--- src/rtl/rv_wb_pkg.sv ---
// Shared encodings for the writeback stage: result-source selects, load funct3
// codes, FSM state type and the load legality/alignment check.
package rv_wb_pkg;

  localparam logic [1:0] RD_SEL_ALU = 2'b00;
  localparam logic [1:0] RD_SEL_MEM = 2'b01;
  localparam logic [1:0] RD_SEL_PC4 = 2'b10;
  localparam logic [1:0] RD_SEL_LUI = 2'b11;

  localparam logic [2:0] F3_LB  = 3'b000;
  localparam logic [2:0] F3_LH  = 3'b001;
  localparam logic [2:0] F3_LW  = 3'b010;
  localparam logic [2:0] F3_LD  = 3'b011;
  localparam logic [2:0] F3_LBU = 3'b100;
  localparam logic [2:0] F3_LHU = 3'b101;
  localparam logic [2:0] F3_LWU = 3'b110;

  typedef enum logic [0:0] {
    IDLE     = 1'b0,
    WAIT_MEM = 1'b1
  } wb_state_t;

  // Encodings that are not legal for the configured XLEN are reported as
  // misaligned so that they never reach the register file.
  function automatic logic load_misaligned(input logic [2:0] f3,
                                           input logic [2:0] off,
                                           input logic       is64);
    logic bad;
    bad = 1'b1;
    case (f3)
      F3_LB, F3_LBU: bad = 1'b0;
      F3_LH, F3_LHU: bad = off[0];
      F3_LW:         bad = (off[1:0] != 2'b00);
      F3_LWU:        bad = !is64 || (off[1:0] != 2'b00);
      F3_LD:         bad = !is64 || (off != 3'b000);
      default:       bad = 1'b1;
    endcase
    return bad;
  endfunction

endpackage

--- src/rtl/load_align.sv ---
// Combinational load formatter: picks the addressed lane of the raw memory
// word, then sign- or zero-extends it according to funct3.
module load_align
  import rv_wb_pkg::*;
#(
  parameter int XLEN  = 32,
  parameter int OFF_W = $clog2(XLEN/8)
) (
  input  logic [XLEN-1:0]  raw,
  input  logic [2:0]       funct3,
  input  logic [OFF_W-1:0] byte_off,
  output logic [XLEN-1:0]  data,
  output logic             misalign
);

  logic [XLEN-1:0] lane;

  assign lane = raw >> {byte_off, 3'b000};

  always_comb begin
    data = lane;
    case (funct3)
      F3_LB:   data = XLEN'($signed(lane[7:0]));
      F3_LBU:  data = XLEN'(lane[7:0]);
      F3_LH:   data = XLEN'($signed(lane[15:0]));
      F3_LHU:  data = XLEN'(lane[15:0]);
      F3_LW:   data = XLEN'($signed(lane[31:0]));
      F3_LWU:  data = XLEN'(lane[31:0]);
      default: data = lane;
    endcase
  end

  assign misalign = load_misaligned(funct3, 3'(byte_off), (XLEN == 64));

endmodule

--- src/rtl/writeback_pipe.sv ---
// Registered writeback stage: accepts one retiring instruction per handshake,
// waits for load data when needed and drives the register-file write port.
//
// state    | meaning
// ---------+----------------------------------------------------------
// IDLE     | ready for a new instruction; non-loads write back next cycle
// WAIT_MEM | load captured, waiting for mem_rvalid or the timeout
module writeback_pipe
  import rv_wb_pkg::*;
#(
  parameter int XLEN         = 32,
  parameter int RADDR_W      = 5,
  parameter int LOAD_TIMEOUT = 15,
  parameter int OFF_W        = $clog2(XLEN/8)
) (
  input  logic               clk,
  input  logic               rst,
  input  logic               in_valid,
  output logic               in_ready,
  input  logic [XLEN-1:0]    data_alu_out,
  input  logic [XLEN-1:0]    pc_o,
  input  logic [XLEN-1:0]    lui_imme,
  input  logic [1:0]         rd_select,
  input  logic               load,
  input  logic [2:0]         funct3,
  input  logic [OFF_W-1:0]   byte_off,
  input  logic [RADDR_W-1:0] rd_addr,
  input  logic               reg_write,
  input  logic [XLEN-1:0]    mem_rdata,
  input  logic               mem_rvalid,
  output logic               wb_en,
  output logic [RADDR_W-1:0] wb_addr,
  output logic [XLEN-1:0]    wb_data,
  output logic               err_misalign,
  output logic               err_timeout,
  output logic               err_spurious
);

  localparam logic [7:0] TMO = 8'(LOAD_TIMEOUT);

  wb_state_t          state;
  logic [7:0]         cnt;
  logic [RADDR_W-1:0] ld_rd;
  logic               ld_rw;
  logic [2:0]         ld_f3;
  logic [OFF_W-1:0]   ld_off;

  logic [XLEN-1:0]    src_data;
  logic [XLEN-1:0]    al_data;
  logic               al_misalign;
  logic               in_misalign;

  assign in_ready = (state == IDLE);

  // Loads are formatted from the captured attributes, not the live inputs,
  // because upstream has moved on by the time mem_rvalid arrives.
  load_align #(
    .XLEN  (XLEN),
    .OFF_W (OFF_W)
  ) u_align (
    .raw      (mem_rdata),
    .funct3   (ld_f3),
    .byte_off (ld_off),
    .data     (al_data),
    .misalign (al_misalign)
  );

  assign in_misalign = load_misaligned(funct3, 3'(byte_off), (XLEN == 64));

  // RD_SEL_MEM without load is treated as ALU.
  always_comb begin
    src_data = data_alu_out;
    case (rd_select)
      RD_SEL_PC4: src_data = pc_o + XLEN'(4);
      RD_SEL_LUI: src_data = lui_imme;
      default:    src_data = data_alu_out;
    endcase
  end

  always_ff @(posedge clk or posedge rst) begin
    if (rst) begin
      state        <= IDLE;
      cnt          <= '0;
      ld_rd        <= '0;
      ld_rw        <= 1'b0;
      ld_f3        <= '0;
      ld_off       <= '0;
      wb_en        <= 1'b0;
      wb_addr      <= '0;
      wb_data      <= '0;
      err_misalign <= 1'b0;
      err_timeout  <= 1'b0;
      err_spurious <= 1'b0;
    end else begin
      wb_en <= 1'b0;
      if (mem_rvalid && state == IDLE)
        err_spurious <= 1'b1;

      case (state)
        IDLE: begin
          if (in_valid) begin
            if (load) begin
              ld_rd  <= rd_addr;
              ld_rw  <= reg_write;
              ld_f3  <= funct3;
              ld_off <= byte_off;
              cnt    <= '0;
              state  <= WAIT_MEM;
              if (in_misalign)
                err_misalign <= 1'b1;
            end else begin
              wb_en   <= reg_write && (rd_addr != '0);
              wb_addr <= rd_addr;
              wb_data <= src_data;
            end
          end
        end
        WAIT_MEM: begin
          if (mem_rvalid) begin
            wb_en   <= ld_rw && (ld_rd != '0) && !al_misalign;
            wb_addr <= ld_rd;
            wb_data <= al_data;
            state   <= IDLE;
          end else if (cnt == TMO) begin
            err_timeout <= 1'b1;
            state       <= IDLE;
          end else begin
            cnt <= cnt + 8'd1;
          end
        end
        default: state <= IDLE;
      endcase
    end
  end

endmodule

--- config.mk ---
export PLATFORM = sky130hd
export DESIGN_NAME = writeback_pipe
export DESIGN_NICKNAME = d
export VERILOG_FILES = /design/src/rtl/rv_wb_pkg.sv /design/src/rtl/load_align.sv /design/src/rtl/writeback_pipe.sv
export SDC_FILE = /design/constraint.sdc
export NUM_CORES = 1
export LEC_CHECK = 0
export CAP_MARGIN = 5
export CELL_PAD_IN_SITES_DETAIL_PLACEMENT = 1
export CELL_PAD_IN_SITES_GLOBAL_PLACEMENT = 1
export CORE_MARGIN = 3
export CORE_UTILIZATION = 33
export DETAILED_ROUTE_END_ITERATION = 10
export PLACE_DENSITY_LB_ADDON = 0.1
export SLEW_MARGIN = 20
export SYNTH_ARGS = -nofsm -noshare
export SYNTH_HDL_FRONTEND = slang
export SYNTH_SLANG_ARGS = --single-unit
--- constraint.sdc ---
create_clock -name clk -period 4.3 [get_ports clk]
set_clock_uncertainty 0.15 [all_clocks]
set_input_delay 1.075 -clock clk [delete_from_list [all_inputs] [get_ports clk]]
set_output_delay 1.075 -clock clk [all_outputs]
set_load 0.03 [all_outputs]
==> results.toml, run 1 <==
[run_status]
status = "finished clean"

[yosys]
async_flop_share_pct = 100
synth_nets = 689
synth_edf_count = 0
synth_seq_cells = 61
syn_avg_cell_area_um2 = 8.26
yosysSeqAreaShare_pct = 34.2
syn-cell-area_um2 = 4470
yosysWarnings = 0
ys_types = 62
synth_ff_type = "dfrtp_1"
netlist_instances = 541

[worst_setup_path]
cp-startpoint = "rd_select[1]"
ff2ff_setup_slack_ns = 1.67
cp_data_arrival_time_ns = 3.40
cp-endpoint = "wb_data[8]"
cp_num_cells = 4
cp_top_family = "simple AND/OR/NAND/NOR gates"
path_buf_inv = 1
reg2reg_to = "wb_data[10]"
required_ns = 4.39
path_class = "in -> reg"
r2r-start = "ld_off[1]"
r2r_cells = 5
startpoint_type = "primary input"
path_cells = "clkdlybuf4s50_1 -> and2_1 -> a2111oi_0 -> o31ai_1"
cp-end-kind = "flip-flop"
path_max_fanout = 23
crit_slowest_cell = "and2_1"
critPathMaxStageDelay_ns = 0.92

[sta]
period_needed_ns = 3.31
slew_viol_final = 0
hold_viol = 0
setup_violations = 0
whs_ns = 0.300
fmax_mhz = 302
tightestPinTransition_ns = 1.09
relSlewSlack_pct = 27.1
layout_worst_path_cycle_share_pct = 77.0
finalSetupTns_ns = 0
rsz0062_at_grt = "no"

[placed_design]
globalplace.congestion = 0.882
portBuffers = 187
dpl.hpwl_um = 15200

[die]
rows = 41
die_area_um2 = 15000
start_util_pct = 34.6
die_h_um = 122
io_pins = 188
fp.coreArea_um2 = 12900
die_w_um = 122

[power]
ir_worst_vdd_mv = 0.184
power_per_cell_area_nw_per_um2 = 393
leakagePower_nw = 2.66

[routing]
dr.pass1.iters = 4
wl_met3_um = 1060
wl_per_cell_um = 22.0
wl_met2_um = 9660
ant_nets = 0
vias = 5178
m1WireLength_um = 8480
drcViolationCount = 0
vias_per_cell = 5.78
drt_iter0_markers = 351
dr.max_layer_used = "met4"
routed_wl_um = 19700

[layout]
final_util_pct = 52.8
final_cell_mix = "187 x clkdlybuf4s50_1, 85 x nand2_1, 61 x dfrtp_1"
syn2layout_area_growth_pct = 52.7
drive_gt1_share_pct = 6.49
final_common_cell = "clkdlybuf4s50_1"
layout.nets = 867
diodes = 0

[flow_run]
cap_viol_max_count = 0

[cts]
clk_pin_slew_ns = 0.06
cts.sinks = 61
cts_hold_buffers = 0
cts_setup_buffers = 0
numCtsBuffers = 9
cts-htree-levels = 3
cts_resized = 0
cts_tree = "done"
cts.path.max_buffers = 2
root_buffer = "clkbuf_16"
clkLatencyLatePin_ns = 0.34

[global_routing]
grt_antenna_before_repair = 0
overflow = 0
gr-usage-all-layers_pct = 26.4
grt_pass1_vias = 5520
grt_pass1_wl_um = 30200
grt_max_degree = 51

[hold_path]
hold_path_class = "reg -> reg"
min_from = "err_spurious"
==> cells in the mapped netlist (all sizes together) (4+ instances only) <==
cell type,instances,area (um^2)
nand2,85,319
dfrtp,61,1530
a21oi,34,170
nor2,34,128
o21ai,33,165
clkbuf,29,109
mux2i,27,270
nand3,21,110
xor2,18,158
a221oi,16,140
nand4,14,87.6
a211oi,13,97.6
o211ai,11,82.6
o22ai,11,68.8
xnor2,11,96.3
and3,9,57.6
a31oi,8,50.1
mux2,8,90.1
inv,7,26.3
nor2b,7,43.8
a22o,6,52.6
nor3,6,30.0
nor4,6,52.6
buf,5,23.8
nand2b,5,31.3
or3,5,36.3
or4,5,41.3
a22oi,4,30.0
==> through the flow <==
stage                     setup WS (ns)  instances  total power, mW  instance area [um^2]
final                             0.990        896             2.68                  6820
after global routing              0.917        896             2.81                  6820
after CTS                         0.993        896             2.69                  6820
after detailed placement          0.642        880             1.95                  6530
after global placement            0.729        880             1.93                  6530
after floorplan                    1.55        541             1.40                  4470
==> registers in the layout, indices dropped and copies added (netlist names) <==
signal        count
ld_rd             5
ld_rw             1
state             1
err_timeout       1
cnt               8
ld_off            2
ld_f3             3
err_spurious      1
wb_addr           5
wb_data          32
err_misalign      1
wb_en             1
==> area by class of cell <==
class / count / area, um^2
clock buffers: 12 / 246
clock inverters: 4 / 47.5
fillers: 1539 / 6110
inverters: 8 / 31.3
multi-input cells: 438 / 2780
flip-flops and latches: 61 / 1530
well taps: 172 / 215
repair buffers: 201 / 1980
==> report_power, final <==
group | switching (mW) | internal [mW]
Combinational | 0.630 | 0.499
Sequential | 0.118 | 0.705
Clock | 0.264 | 0.462
Total | 1.01 | 1.67
==> metal layers <==
metal,vias up,track usage [%]
met5,-,0
met4,0,9.10
li1,2382,-
met1,2578,34.0
met2,183,44.7
met3,35,4.61
==> worst min-delay path by stage <==
stage	to	slack [ns]	depth (start not counted)
after floorplan	ld_rw	0.30	2
after global placement	err_spurious	0.29	1
after detailed placement	err_spurious	0.29	1
after CTS	err_spurious	0.31	1
after global routing	err_spurious	0.33	1
final	err_spurious	0.30	1
==> kinds of logic (layout without fill, tap and decap cells) <==
| logic type | count (synthesis) | after routing | share of synthesized area [%] |
|---|---|---|---|
| multiplexers | 36 | 36 | 8.57 |
| AO/OA/AOI/OAI | 163 | 163 | 24.5 |
| buffers and inverters | 42 | 225 | 3.64 |
| XOR/XNOR | 29 | 29 | 5.69 |
| flip-flops | 61 | 61 | 34.2 |
| adder cells (fa/ha/maj) | 2 | 2 | 0.560 |
| AND/OR/NAND/NOR | 208 | 208 | 22.9 |
No activity file was read; power rests on OpenSTA's default activity.
==> run 2: changes to the inputs <==
- CORE_UTILIZATION: 33 -> 28
- clock period: 4.3 -> 2.8 ns (I/O delays scaled with it)
==> results.toml, run 2 (same netlist as run 1, synthesis figures left out) <==
[run_status]
status = "finished clean"

[global_routing]
overflow = 0
grt_pass1_vias = 5666
grt_antenna_before_repair = 1
grt_max_degree = 62
grt_pass1_wl_um = 31600
gr-usage-all-layers_pct = 22.9

[power]
power_per_cell_area_nw_per_um2 = 578
ir_worst_vdd_mv = 0.273
power_mw = 4.27
leakagePower_nw = 2.99

[routing]
dr.pass1.iters = 4
drcViolationCount = 0
routed_wl_um = 20500
vias = 5264
vias_per_cell = 5.30
ant_nets = 0
wl_per_cell_um = 20.6
drt_iter0_markers = 229

[worst_setup_path]
crit_slowest_cell = "clkdlybuf4s50_1"
startpoint_type = "primary input"
path_class = "in -> reg"
r2r_cells = 6
cp_data_arrival_time_ns = 2.75
cp-end-kind = "flip-flop"
path_cells = "clkdlybuf4s50_1 -> ha_1 -> and4_1 -> nand4_1 -> xnor2_1 -> a222oi_1 -> buf_4 -> a21oi_1"
critPathMaxStageDelay_ns = 0.54
path_max_fanout = 4
required_ns = 2.86

[cts]
cts_setup_buffers = 0
cts.path.max_buffers = 2
cts_resized = 0
cts.sinks = 61
numCtsBuffers = 9
cts_tree = "done"
cts_hold_buffers = 0
clk_pin_slew_ns = 0.05
clkLatencyLatePin_ns = 0.33
cts-htree-levels = 3
root_buffer = "clkbuf_16"

[layout]
reg.largest.list = "wb_data x32, cnt x8"
largest_register_ffs = 32
final_util_pct = 47.9
layout.nets = 927
largest-register = "wb_data"
final_cell_mix = "187 x clkdlybuf4s50_1, 85 x nand2_1, 70 x buf_4"
final_common_cell = "clkdlybuf4s50_1"
drive_gt1_share_pct = 13.8
nFillCells = 1845
diodes = 0
syn2layout_area_growth_pct = 65.4

[die]
fp.coreArea_um2 = 15400
die_area_um2 = 17500
die_w_um = 132
die_h_um = 132
start_util_pct = 29.0
io_pins = 188
rows = 45

[sta]
timing.final.ws_setup_ns = 0.110
fmax_mhz = 372
period_needed_ns = 2.69
layout_worst_path_cycle_share_pct = 96.1
tightestPinTransition_ns = 0.721
rsz0062_at_grt = "no"
hold_viol = 0
finalSetupTns_ns = 0
slew_viol_final = 0
relSlewSlack_pct = 51.7
setup_violations = 0
whs_ns = 0.307

[hold_path]
hold_path_class = "reg -> reg"
holdPathStages = 1

[placed_design]
portBuffers = 187
globalplace.congestion = 0.889
dpl_worst_slack_ns = -0.188
dpl.hpwl_um = 16500

[flow_run]
cap_viol_max_count = 0
==> run 2: power by group <==
group	leakage [nW]	total [mW]	switching, mW	internal, mW
combinational	2.10	1.82	0.992	0.831
sequential	0.730	1.25	0.172	1.08
clock	0.158	1.20	0.405	0.793
total	2.99	4.27	1.57	2.71
==> run 2: per-stage QoR <==
stage	instance area (um^2)	instances
CTS	7390	994
floorplan	4470	541
global placement	7080	979
finish	7390	994
detailed placement	7080	979
global route	7390	994
==> run 2: layer usage <==
layer  track usage (%)  share of wire [%]  vias up
met5                 0              0.064        -
met4              6.35                1.7        2
met3              3.47                4.9       24
met2              39.4                 49      176
met1              30.0                 44     2560
li1                  -                  -     2502
==> run 2: path summary, 6_finish.rpt <==
check	from	endpoint	slack [ns]
worst max-delay path	pc_o[2]	wb_data[14]	0.11
worst min-delay path	err_spurious	err_spurious	0.31
worst max register to register	cnt[0]	cnt[5]	0.46
worst min register to register	err_spurious	err_spurious	0.31
max in group asynchronous	rst	wb_data[0]	1.60
min in group asynchronous	rst	err_misalign	0.62
==> run 2: final cells by class <==
type                    count  area [um^2]  share of cell area (%)
clock buffers              10          239                    3.23
multi-input cells         438         2780                    37.6
well taps                 211          264                    3.57
inverters                   8         30.0                   0.406
flip-flops and latches     61         1530                    20.7
clock inverters             5         75.1                    1.02
repair buffers            261         2480                    33.5
==> run 2: worst max-delay path: cells and delay by family <==
kind | cells | cell delay, ns
and+or+nand+nor | 2 | 0.35
adders and majority gates | 1 | 0.22
buffers and inverters | 2 | 0.74
AOI/OAI and AO/OA | 2 | 0.58
xor gates and xnor gates | 1 | 0.15
